$ cat src/rtl/ow_pkg.sv
// ============================================================================
// Module      : ow_pkg
// Description : Shared state encoding, default timing and counter sizing for
//               the 1-Wire byte transaction sequencer.
// Revision    : 1.0 - initial release
// ============================================================================
`default_nettype none

package ow_pkg;

  typedef enum logic [2:0] {
    IDLE    = 3'd0,
    RST_LOW = 3'd1,
    RST_REC = 3'd2,
    SLOT    = 3'd3,
    DONE    = 3'd4
  } ow_state_e;

  localparam int c_slot_cycles        = 70;
  localparam int c_rst_low_cycles     = 480;
  localparam int c_rst_rec_cycles     = 480;
  localparam int c_pres_sample_cycles = 70;

  // Enough bits to hold the largest timing value, plus one bit of headroom.
  function automatic int ow_cnt_width(input int a, input int b, input int c, input int d);
    int m;
    m = a;
    if (b > m) m = b;
    if (c > m) m = c;
    if (d > m) m = d;
    return $clog2(m) + 1;
  endfunction

endpackage

`default_nettype wire

$ cat src/rtl/ow_cycle_timer.sv
// ============================================================================
// Module      : ow_cycle_timer
// Description : Loadable down-counter; expire is high while the count is zero.
// Revision    : 1.0 - initial release
// ============================================================================
`default_nettype none

module ow_cycle_timer #(
  parameter int WIDTH = 10
) (
  input  logic             clk,
  input  logic             rst,
  input  logic             load,
  input  logic [WIDTH-1:0] load_val,
  output logic [WIDTH-1:0] count,
  output logic             expire
);

  logic [WIDTH-1:0] r_count;

  always_ff @(posedge clk or negedge rst) begin
    if (!rst) begin
      r_count <= '0;
    end else if (load) begin
      r_count <= load_val;
    end else if (r_count != '0) begin
      r_count <= r_count - WIDTH'(1);
    end
  end

  assign count  = r_count;
  assign expire = (r_count == '0);

endmodule

`default_nettype wire

$ cat src/rtl/ow_txn_ctrl.sv
// ============================================================================
// Module      : ow_txn_ctrl
// Description : 1-Wire byte transaction sequencer (optional reset/presence
//               phase, then eight LSB-first write slots for Master_tx).
//               Define OW_PRES_CHECK_EN to abort on a missing presence pulse.
// Revision    : 1.0 - initial release
// ============================================================================
`default_nettype none

module ow_txn_ctrl
  import ow_pkg::*;
#(
  parameter int SLOT_CYCLES        = c_slot_cycles,
  parameter int RST_LOW_CYCLES     = c_rst_low_cycles,
  parameter int RST_REC_CYCLES     = c_rst_rec_cycles,
  parameter int PRES_SAMPLE_CYCLES = c_pres_sample_cycles
) (
  input  logic       clk,
  input  logic       rst,
  input  logic       cmd_valid,
  output logic       cmd_ready,
  input  logic       cmd_reset,
  input  logic [7:0] cmd_data,
  output logic       tx_ready,
  output logic       tx_bit,
  output logic       bus_rst_low,
  input  logic       bus_in,
  output logic       presence,
  output logic       presence_valid,
  output logic       busy,
  output logic       done,
  output logic       err
);

  localparam int c_cnt_w = ow_cnt_width(SLOT_CYCLES, RST_LOW_CYCLES,
                                        RST_REC_CYCLES, PRES_SAMPLE_CYCLES);

  localparam logic [c_cnt_w-1:0] c_slot_load  = c_cnt_w'(SLOT_CYCLES - 1);
  localparam logic [c_cnt_w-1:0] c_low_load   = c_cnt_w'(RST_LOW_CYCLES - 1);
  localparam logic [c_cnt_w-1:0] c_rec_load   = c_cnt_w'(RST_REC_CYCLES - 1);
  localparam logic [c_cnt_w-1:0] c_sample_cnt = c_cnt_w'(RST_REC_CYCLES - PRES_SAMPLE_CYCLES);

  if (SLOT_CYCLES < 62 || RST_LOW_CYCLES < 1 || PRES_SAMPLE_CYCLES < 0 ||
      PRES_SAMPLE_CYCLES >= RST_REC_CYCLES - 2) begin : g_param_check
    $error("ow_txn_ctrl: inconsistent timing parameters");
  end

  ow_state_e          r_state, w_state_nxt;
  logic               r_out_en;
  logic               r_bus_meta, r_bus_s;
  logic [7:0]         r_data;
  logic [2:0]         r_idx;
  logic               r_presence, r_pres_valid;
  logic               w_accept, w_sample, w_abort_now;
  logic               w_load, w_expire;
  logic [c_cnt_w-1:0] w_load_val, w_count;

  ow_cycle_timer #(
    .WIDTH(c_cnt_w)
  ) u_timer (
    .clk     (clk),
    .rst     (rst),
    .load    (w_load),
    .load_val(w_load_val),
    .count   (w_count),
    .expire  (w_expire)
  );

  assign w_accept = cmd_valid && cmd_ready;

  // The presence flop is updated one cycle early so that presence and
  // presence_valid appear together on the nominal sample cycle.
  if (PRES_SAMPLE_CYCLES == 0) begin : g_sample_early
    assign w_sample = (r_state == RST_LOW) && w_expire;
  end else begin : g_sample_rec
    assign w_sample = (r_state == RST_REC) && (w_count == c_sample_cnt);
  end

  always_ff @(posedge clk or negedge rst) begin
    if (!rst) begin
      r_state      <= IDLE;
      r_out_en     <= 1'b0;
      r_bus_meta   <= 1'b0;
      r_bus_s      <= 1'b0;
      r_data       <= 8'h00;
      r_idx        <= 3'd0;
      r_presence   <= 1'b0;
      r_pres_valid <= 1'b0;
    end else begin
      r_state      <= w_state_nxt;
      r_out_en     <= 1'b1;
      r_bus_meta   <= bus_in;
      r_bus_s      <= r_bus_meta;
      r_pres_valid <= w_sample;
      if (w_sample) r_presence <= ~r_bus_s;
      if (w_accept) begin
        r_data <= cmd_data;
        r_idx  <= 3'd0;
      end else if (r_state == SLOT && w_expire && r_idx != 3'd7) begin
        r_idx <= r_idx + 3'd1;
      end
    end
  end

  always_comb begin
    w_state_nxt = r_state;
    w_load      = 1'b0;
    w_load_val  = '0;
    case (r_state)
      IDLE: begin
        if (w_accept) begin
          w_load = 1'b1;
          if (cmd_reset) begin
            w_state_nxt = RST_LOW;
            w_load_val  = c_low_load;
          end else begin
            w_state_nxt = SLOT;
            w_load_val  = c_slot_load;
          end
        end
      end
      RST_LOW: begin
        if (w_expire) begin
          w_state_nxt = RST_REC;
          w_load      = 1'b1;
          w_load_val  = c_rec_load;
        end
      end
      RST_REC: begin
        if (w_expire) begin
          if (w_abort_now) begin
            w_state_nxt = DONE;
          end else begin
            w_state_nxt = SLOT;
            w_load      = 1'b1;
            w_load_val  = c_slot_load;
          end
        end
      end
      SLOT: begin
        if (w_expire) begin
          if (r_idx == 3'd7) begin
            w_state_nxt = DONE;
          end else begin
            w_load     = 1'b1;
            w_load_val = c_slot_load;
          end
        end
      end
      DONE:    w_state_nxt = IDLE;
      default: w_state_nxt = IDLE;
    endcase
  end

`ifdef OW_PRES_CHECK_EN
  logic r_abort;

  assign w_abort_now = (r_state == RST_REC) && w_expire && !r_presence;

  always_ff @(posedge clk or negedge rst) begin
    if (!rst) begin
      r_abort <= 1'b0;
    end else if (w_accept) begin
      r_abort <= 1'b0;
    end else if (w_abort_now) begin
      r_abort <= 1'b1;
    end
  end

  assign done = (r_state == DONE) && !r_abort;
  assign err  = (r_state == DONE) && r_abort;
`else
  assign w_abort_now = 1'b0;
  assign done        = (r_state == DONE);
  assign err         = 1'b0;
`endif

  // cmd_ready is withheld until the first clock after reset release.
  assign cmd_ready      = r_out_en && (r_state == IDLE);
  assign tx_ready       = (r_state == SLOT) && (w_count == c_slot_load);
  assign tx_bit         = (r_state == SLOT) && r_data[r_idx];
  assign bus_rst_low    = (r_state == RST_LOW);
  assign busy           = (r_state == RST_LOW) || (r_state == RST_REC) || (r_state == SLOT);
  assign presence       = r_presence;
  assign presence_valid = r_pres_valid;

endmodule

`default_nettype wire

$ cat config.mk
export PLATFORM = sky130hd
export DESIGN_NAME = ow_txn_ctrl
export DESIGN_NICKNAME = d
export VERILOG_FILES = /design/src/rtl/ow_pkg.sv /design/src/rtl/ow_cycle_timer.sv /design/src/rtl/ow_txn_ctrl.sv
export SDC_FILE = /design/constraint.sdc
export NUM_CORES = 1
export LEC_CHECK = 0
export BUFFER_PORTS_ARGS = -buffer_cell sky130_fd_sc_hd__buf_2
export CORE_ASPECT_RATIO = 1.1
export CORE_MARGIN = 8
export CORE_UTILIZATION = 60
export DETAILED_ROUTE_END_ITERATION = 8
export HOLD_SLACK_MARGIN = 0.08
export PLACE_DENSITY = 0.87
export SLEW_MARGIN = 10
export SYNTH_ARGS = -nofsm -noshare
export SYNTH_HDL_FRONTEND = slang
export SYNTH_SLANG_ARGS = --single-unit
$ cat constraint.sdc
create_clock -name clk -period 5.45 [get_ports clk]
set_input_delay 0.2725 -clock clk [delete_from_list [all_inputs] [get_ports clk]]
set_output_delay 0.2725 -clock clk [all_outputs]
set_load 0.05 [all_outputs]
==> impl_metrics.json, run 1 <==
{
  "start_util": 0.623,
  "async_flop_share": 1.00,
  "fin_setup_tns_ns": 0,
  "slew_headroom": 0.564,
  "first_pass_iters": 4,
  "vias": 1216,
  "cts_tree": "built",
  "fillCellCount": 193,
  "grt_setup_unrepaired": "no",
  "cts-root-buf": "clkbuf_4",
  "fin_util": 0.695,
  "p_leak_nw": 0.799,
  "cts_htree_levels": 2,
  "synth_cell_type_count": 41,
  "grt_pass1_vias": 1240,
  "clock_latency_ns": 0.33,
  "yosysTopAreaCell": "dfrtp_1",
  "crit_type": "flip-flop to primary output",
  "yosys-top-cells-area": "dfrtp_1 48%, nand2_1 8.4%, ha_1 4.9%",
  "grt_usage": 0.165,
  "fmax_mhz": 490,
  "synth_seq_cells": 29,
  "grt_overflow": 0,
  "period_needed_ns": 2.04,
  "tightest_slew_ns": 0.654,
  "yosysSeqAreaShare": 0.476,
  "synth_area_sq_um": 1530,
  "core_sq_um": 2450,
  "wirelength_um": 3270,
  "nNetsFinal": 199,
  "skew_ns": 0.0138,
  "die-width_um": 64.1,
  "dp.cells": 202,
  "synth_top_area_frac": 0.476,
  "detail_route.iter0.violations": 38,
  "dpl.hpwl_um": 2430,
  "cts_setup_buffers": 0,
  "wl_per_cell_um": 15.4,
  "setup_viol": 0,
  "synth.most_common_cell": "nand2_1",
  "cts.clk_slew.worst_paths_ns": 0.10,
  "ios": 22,
  "cp.required_ns": 5.18,
  "antenna_left": 0,
  "grt_pass1_wl_um": 5570,
  "critPathMaxFanout": 5,
  "final_cells": 212,
  "gp_congestion": 0.956,
  "rows": 19,
  "synth_ff_type": "dfrtp_1",
  "antenna_cells": 0,
  "slew_viol_final": 0,
  "ir_drop_v": 0.000285,
  "syn_to_final_growth_pct": 11.6,
  "netlist_instances": 157,
  "yosys_warnings": 0,
  "hold_viol_final": 0,
  "cts_made_buffers": 5,
  "post-route-drc-count": 0,
  "port_buffers": 20,
  "die_area_sq_um": 4410,
  "period_share": 0.374,
  "vias_per_cell": 5.74,
  "crit_path_end_kind": "primary output",
  "drive_gt1_frac": 0.188,
  "critPathLaunchType": "flip-flop",
  "min_path_cells": 3,
  "min_path_type": "primary input to flip-flop",
  "cap_violations": 0,
  "syn_nets": 176,
  "cts_buffer_depth": 2,
  "status": "complete, no violations",
  "antenna_found_initial": 0,
  "syn_avg_cell_area_sq_um": 9.71,
  "rr_worst_depth": 6,
  "cts_hold_buf": 2,
  "synth_edf_count": 0,
  "clock-sinks": 29,
  "post_cts_resized": 0,
  "power.density_nw_per_um2": 455,
  "die_y_um": 68.9,
  "cp.arrival_ns": 1.77,
  "netlist_top_cells_count": "34 x nand2_1, 29 x dfrtp_1, 11 x nor2_1",
  "grt_max_degree": 30
}
[state kept, by name, summed over array words and instances (netlist names)]
| name | cells |
|---|---|
| u_timer.count | 10 |
| r_data | 8 |
| r_idx | 3 |
| r_state | 3 |
| presence | 1 |
| presence_valid | 1 |
| r_bus_meta | 1 |
| r_bus_s | 1 |
| r_out_en | 1 |
[through the flow]
stage	hold slack [ns]	area [sq um]	total power, mW	worst slack [ns]
floorplan	-0.0231	1530	0.575	2.28
global placement	0.320	1630	0.634	3.54
detailed placement	0.331	1630	0.652	3.45
CTS	0.132	1700	0.776	3.41
global route	0.128	1700	0.833	3.24
finish	0.128	1700	0.775	3.41
[layout by cell type (no fill, tap or decap), drive strengths merged]
master       synthesis  routed
nand2               34      34
xnor2                3       3
buf                  2      20
and3                 2       2
nor4b                3       3
o21ai                9       9
dfrtp               29      29
conb                 2       2
o31ai                1       1
nor3b                1       1
nand2b               1       1
nor4bb               1       1
a211oi               2       2
mux4                 2       2
a22oi                1       1
nand3b               2       2
nand3                3       3
a21oi                1       1
clkinv               0       2
and2                 1       1
inv                  6       6
xor2                 1       1
nor2b                1       1
a311oi               1       1
or3                  5       5
o21a                 1       1
nor4                 2       2
or4                  2       2
nor2                11      11
or2b                 1       1
mux2                 1       1
nor3                 7       7
dlygate4sd3          0       2
o211ai               1       1
mux2i                6       6
nand4                1       1
clkbuf               4       6
ha                   6       6
[path summary, 6_finish.rpt]
path / from / end / slack [ns]
max in group asynchronous: rst / u_timer.count[4] / 4.52
min in group asynchronous: rst / r_state[2] / 0.50
worst min-delay path: cmd_data[6] / r_data[6] / 0.13
worst max register to register: u_timer.count[0] / u_timer.count[1] / 3.41
worst min register to register: r_bus_meta / r_bus_s / 0.37
worst max-delay path: r_idx[0] / tx_bit / 3.41
[power by group]
group,total (mW),internal (mW),leakage [nW],switching [mW]
registers,0.374,0.287,0.362,0.0865
logic,0.279,0.120,0.405,0.159
clock network,0.122,0.0490,0.0320,0.0730
[layer usage]
layer / global-route usage / share of wire
met1: 0.168 / 0.40
met2: 0.314 / 0.55
met3: 0.0420 / 0.038
met4: 0.0752 / 0.015
met5: 0 / 0
[area by class of cell]
class	count	area, sq um	share of cell area
Timing Repair Buffer	22	120	0.0706
Clock inverter	2	10.0	0.00588
Clock buffer	6	41.3	0.0243
Sequential cell	29	726	0.426
Tap cell	31	38.8	0.0228
Multi-Input combinational cell	116	743	0.437
Inverter	6	22.5	0.0132
[cell families (layout without fill, tap and decap cells)]
kind of cell | Yosys count | after routing | synth area share
mux | 9 | 9 | 0.0763
flops | 29 | 29 | 0.476
buf+inv | 12 | 36 | 0.0369
fa+ha+maj | 6 | 6 | 0.0492
compound gates | 17 | 17 | 0.0681
xor+xnor | 4 | 4 | 0.0230
other cells | 2 | 2 | 0.00492
simple gates | 78 | 78 | 0.266
[critical path, stage by stage, from the launching register on]
cell and delay (ns):
dfrtp_1 0.49, mux4_2 0.55, mux2i_1 0.14, nor2_1 0.05, buf_2 0.21
Power figures use the tool's default switching activity.
==> inputs of run 2 (changes only) <==
Settings changed: CORE_UTILIZATION 60 to 56, PLACE_DENSITY 0.87 to 0.82.
Clock period 5.45 ns to 2 ns, I/O delays scaled along.
==> impl_metrics.json, run 2 (synthesized netlist as in run 1, its figures left out) <==
{
  "status": "complete, no violations",
  "grt_usage": 0.153,
  "nNetsFinal": 211,
  "core_sq_um": 2680,
  "crit_slowest_cell": "and3_1",
  "grt_overflow": 0,
  "die-width_um": 65.8,
  "post-route-drc-count": 0,
  "cts_setup_buffers": 0,
  "fin_util": 0.691,
  "largest_reg_flops": 10,
  "p_leak_nw": 0.856,
  "antenna_left": 0,
  "skew_ns": 0.00659,
  "power.density_nw_per_um2": 1180,
  "ir_drop_v": 0.000786,
  "cts-root-buf": "clkbuf_4",
  "slew_headroom": 0.572,
  "grt_max_degree": 30,
  "crit_type": "flip-flop to flip-flop",
  "gp_congestion": 0.907,
  "die_y_um": 70.7,
  "detail_route.iter0.violations": 58,
  "period_needed_ns": 1.90,
  "tightest_slew_ns": 0.642,
  "cp.required_ns": 2.21,
  "grt_pass1_wl_um": 5550,
  "dpl.hpwl_um": 2420,
  "vias": 1238,
  "rr_startpoint": "u_timer.count[1]",
  "setup_viol": 0,
  "period_share": 0.952,
  "crit_chain": "inv_1 > ha_1 > nor4b_2 > and3_1 > a211oi_1 > a211oi_1",
  "cp-endpoint": "r_state[1]",
  "clock-sinks": 29,
  "rows": 20,
  "cts_made_buffers": 5,
  "antenna_found_initial": 0,
  "antenna_cells": 0,
  "cp.arrival_ns": 2.11,
  "cts_tree": "built",
  "grt_pass1_vias": 1255,
  "final_common_cell": "nand2_1",
  "grt_setup_unrepaired": "no",
  "drive_gt1_frac": 0.218,
  "cap_violations": 0,
  "wirelength_um": 3320,
  "total_power_mw": 2.18,
  "timing.rr.end": "r_state[1]",
  "die_area_sq_um": 4650,
  "clock_latency_ns": 0.32,
  "cts_htree_levels": 2,
  "slew_viol_final": 0,
  "vias_per_cell": 5.48,
  "first_pass_iters": 4,
  "syn_to_final_growth_pct": 21.2,
  "ios": 22,
  "fin_setup_tns_ns": 0,
  "rr_worst_depth": 6,
  "worst_path_largest_cell_delay_ns": 0.44,
  "hold_viol_final": 0,
  "port_buffers": 20,
  "min_path_type": "primary input to flip-flop",
  "critPathMaxFanout": 11,
  "cts_buffer_depth": 2,
  "cp-startpoint": "u_timer.count[1]",
  "wl_per_cell_um": 14.7,
  "cts.clk_slew.worst_paths_ns": 0.10,
  "fmax_mhz": 525,
  "start_util": 0.570,
  "crit_path_end_kind": "flip-flop",
  "hold_start": "cmd_valid",
  "critPathLaunchType": "flip-flop",
  "cp_common_cell": "a211oi_1",
  "rrSetupSlack_ns": 0.1,
  "final_cell_mix": "34 x nand2_1, 29 x dfrtp_1, 20 x buf_2"
}
run 2: repair_timing:
item / 4_1_cts / 5_1_grt
hold endpoints to repair: 38 / 0
hold buffers: 10 / 0
setup endpoints to repair: 0 / 1
resized for setup: 0 / 1
run 2: critical path: cells and delay by family (launching register included):
family                   cells  cell delay [ns]
AND/OR/NAND/NOR              2             0.65
AO/OA/AOI/OAI                2             0.45
flip-flops                   1             0.41
adder cells (fa/ha/maj)      1             0.15
buffers and inverters        1             0.13
run 2: metrics by stage:
| stage | instances | area [sq um] | hold WS [ns] | worst slack (ns) |
|---|---|---|---|---|
| finish | 226 | 1850 | 0.164 | 0.0957 |
| global route | 226 | 1850 | 0.166 | 0.00280 |
| global placement | 208 | 1690 | 0.149 | 0.188 |
| CTS | 226 | 1840 | 0.156 | 0.0870 |
| floorplan | 157 | 1550 | -0.196 | 0.0146 |
| detailed placement | 208 | 1690 | 0.159 | 0.123 |
run 2: where the power goes:
group | leakage (nW) | switching (mW) | total [mW] | internal [mW]
combinational | 0.463 | 0.447 | 0.813 | 0.367
clock | 0.0310 | 0.212 | 0.345 | 0.132
sequential | 0.362 | 0.242 | 1.02 | 0.782
total | 0.856 | 0.901 | 2.18 | 1.28
run 2: layer usage:
layer | vias to the layer above | wire (um) | global-route usage
met3 | 2 | 134 | 0.0521
met5 | - | 0 | 0
met4 | 0 | 25 | 0.0485
met1 | 599 | 1350 | 0.160
li1 | 610 | - | -
met2 | 27 | 1800 | 0.274
run 2: cell type report:
type / count / area (sq um)
fill: 199 / 828
multi-input combinational: 116 / 774
sequential: 29 / 726
timing repair buffer: 34 / 230
tap: 33 / 41.3
clock buffer: 5 / 37.5
inverter: 6 / 22.5
clock inverter: 3 / 17.5
run 2: how the worst min path moves through the flow:
stage / endpoint / depth (start not counted)
finish: r_state[0] / 3
global route: r_state[0] / 3
CTS: r_state[0] / 3
detailed placement: presence_valid / 1
global placement: u_timer.count[6] / 1
floorplan: presence / 0
==> inputs of run 3 (changes only) <==
==> constraint.sdc (replaced) <==
create_clock -name clk -period 2 [get_ports clk]
set_input_delay 0.2 -clock clk [delete_from_list [all_inputs] [get_ports clk]]
set_output_delay 0.2 -clock clk [all_outputs]
set_load 0.05 [all_outputs]
==> impl_metrics.json, run 3 (synthesized netlist as in run 1, its figures left out) <==
{
  "status": "complete, no violations",
  "skew_ns": 0.00681,
  "period_needed_ns": 1.94,
  "p_sw_frac": 0.413,
  "antenna_cells": 0,
  "port_buffers": 20,
  "fmax_mhz": 517,
  "vias": 1231,
  "antenna_found_initial": 0,
  "vias_per_cell": 5.47,
  "power.density_nw_per_um2": 1190,
  "cp.required_ns": 1.80,
  "start_util": 0.570,
  "setup_viol": 0,
  "tightest_slew_ns": 0.642,
  "rows": 20,
  "nNetsFinal": 210,
  "p_leak_nw": 0.849,
  "fin_setup_tns_ns": 0,
  "cts_made_buffers": 5,
  "hold_start": "cmd_data[5]",
  "fin_util": 0.688,
  "cts-root-buf": "clkbuf_4",
  "clock-sinks": 29,
  "regArea_sq_um": 728,
  "critPathMaxFanout": 9,
  "final_common_cell": "nand2_1",
  "wl_per_cell_um": 14.9,
  "rr_startpoint": "u_timer.count[1]",
  "cts_buffer_depth": 2,
  "grt_pass1_wl_um": 5550,
  "combinationalPowerShare": 0.372,
  "hold_viol_final": 0,
  "grt_setup_unrepaired": "no",
  "fillCellCount": 203,
  "seq_power_share": 0.469,
  "antenna_left": 0,
  "slew_headroom": 0.572,
  "drive_gt1_frac": 0.229,
  "die_y_um": 70.7,
  "cp-startpoint": "r_state[2]",
  "grt_max_degree": 30,
  "cts.clk_slew.worst_paths_ns": 0.10,
  "clock_latency_ns": 0.32,
  "die_area_sq_um": 4650,
  "syn_to_final_growth_pct": 20.8,
  "critPathLaunchType": "flip-flop",
  "crit_path_end_kind": "primary output",
  "cp.arrival_ns": 1.74,
  "period_share": 0.968,
  "min_path_type": "primary input to flip-flop",
  "ir_drop_v": 0.000788,
  "first_pass_iters": 4,
  "power_frac_clock": 0.159,
  "largest_reg_flops": 10,
  "dpl.hpwl_um": 2420,
  "cts_htree_levels": 2,
  "detail_route.iter0.violations": 59,
  "intPower_mw": 1.28,
  "multi_input_area_sq_um": 774,
  "cts_tree": "built",
  "crit_type": "flip-flop to primary output",
  "grt_usage": 0.153,
  "post-route-drc-count": 0,
  "slew_viol_final": 0,
  "timing.hold.ws_ns": 0.0957,
  "crit_chain": "nor2b_1 > nand2_1 > nor2_1 > buf_2",
  "final_cell_mix": "34 x nand2_1, 27 x dfrtp_1, 20 x buf_2",
  "die-width_um": 65.8,
  "gp_congestion": 0.907,
  "wirelength_um": 3340,
  "cap_violations": 0,
  "worst_path_largest_cell_delay_ns": 0.52,
  "crit_slowest_cell": "dfrtp_1",
  "switching_power_mw": 0.905,
  "critPathTopFamily": "simple AND/OR/NAND/NOR gates",
  "grt_overflow": 0,
  "path_buf_inv": 1,
  "ios": 22,
  "grt_pass1_vias": 1246,
  "core_sq_um": 2680,
  "total_power_mw": 2.19,
  "cts_setup_buffers": 0
}
## run 3: power by group through the flow
stage | registers, mW | clock network (mW) | logic, mW
floorplan | 0.936 | 0 | 0.651
CTS | 1.02 | 0.353 | 0.812
global route | 1.06 | 0.383 | 0.903
global placement | 1.02 | 0 | 0.760
finish | 1.03 | 0.347 | 0.814
detailed placement | 1.03 | 0 | 0.794
## run 3: through the flow
step | instance area [sq um] | instances | setup WS [ns]
floorplan | 1550 | 157 | 0.0146
global placement | 1690 | 208 | 0.188
detailed placement | 1690 | 208 | 0.123
CTS | 1830 | 225 | 0.0633
global route | 1840 | 225 | 0.000960
finish | 1840 | 225 | 0.0650
## run 3: what timing repair did
action,in CTS,in global routing
hold buffers,9,0
endpoints found under the setup margin,0,3
gates resized for setup,0,3
endpoints found under the hold margin,37,0
## run 3: metal layers
layer	vias to the layer above	track usage	wire length [um]
met5	-	0	0
met4	0	0.0485	25
met3	2	0.0537	145
met2	23	0.274	1800
met1	599	0.159	1370
li1	607	-	-
## run 3: worst paths after layout
path                               endpoint  slack (ns)  cells after the start
max in group asynchronous        r_state[1]        1.12                      2
min                               r_data[5]         0.1                      3
min in group asynchronous  u_timer.count[7]        0.42                      2
max                                  tx_bit        0.06                      4
min reg2reg                         r_bus_s        0.36                      0
max reg2reg                      r_state[1]        0.09                      6
## run 3: cell type report
class,instances,area share
Clock buffer,5,0.0204
Timing Repair Buffer,33,0.120
Multi-Input combinational cell,116,0.421
Tap cell,33,0.0224
Sequential cell,29,0.395
Clock inverter,3,0.00951
Inverter,6,0.0122
## run 3: worst register-to-register path, delay by kind of cell, from the launching register on
kind / cells / cell delay (ns)
adder cells (fa/ha/maj): 1 / 0.15
flip-flops: 1 / 0.41
AND/OR/NAND/NOR: 2 / 0.65
buffers and inverters: 1 / 0.13
AO/OA/AOI/OAI: 2 / 0.46
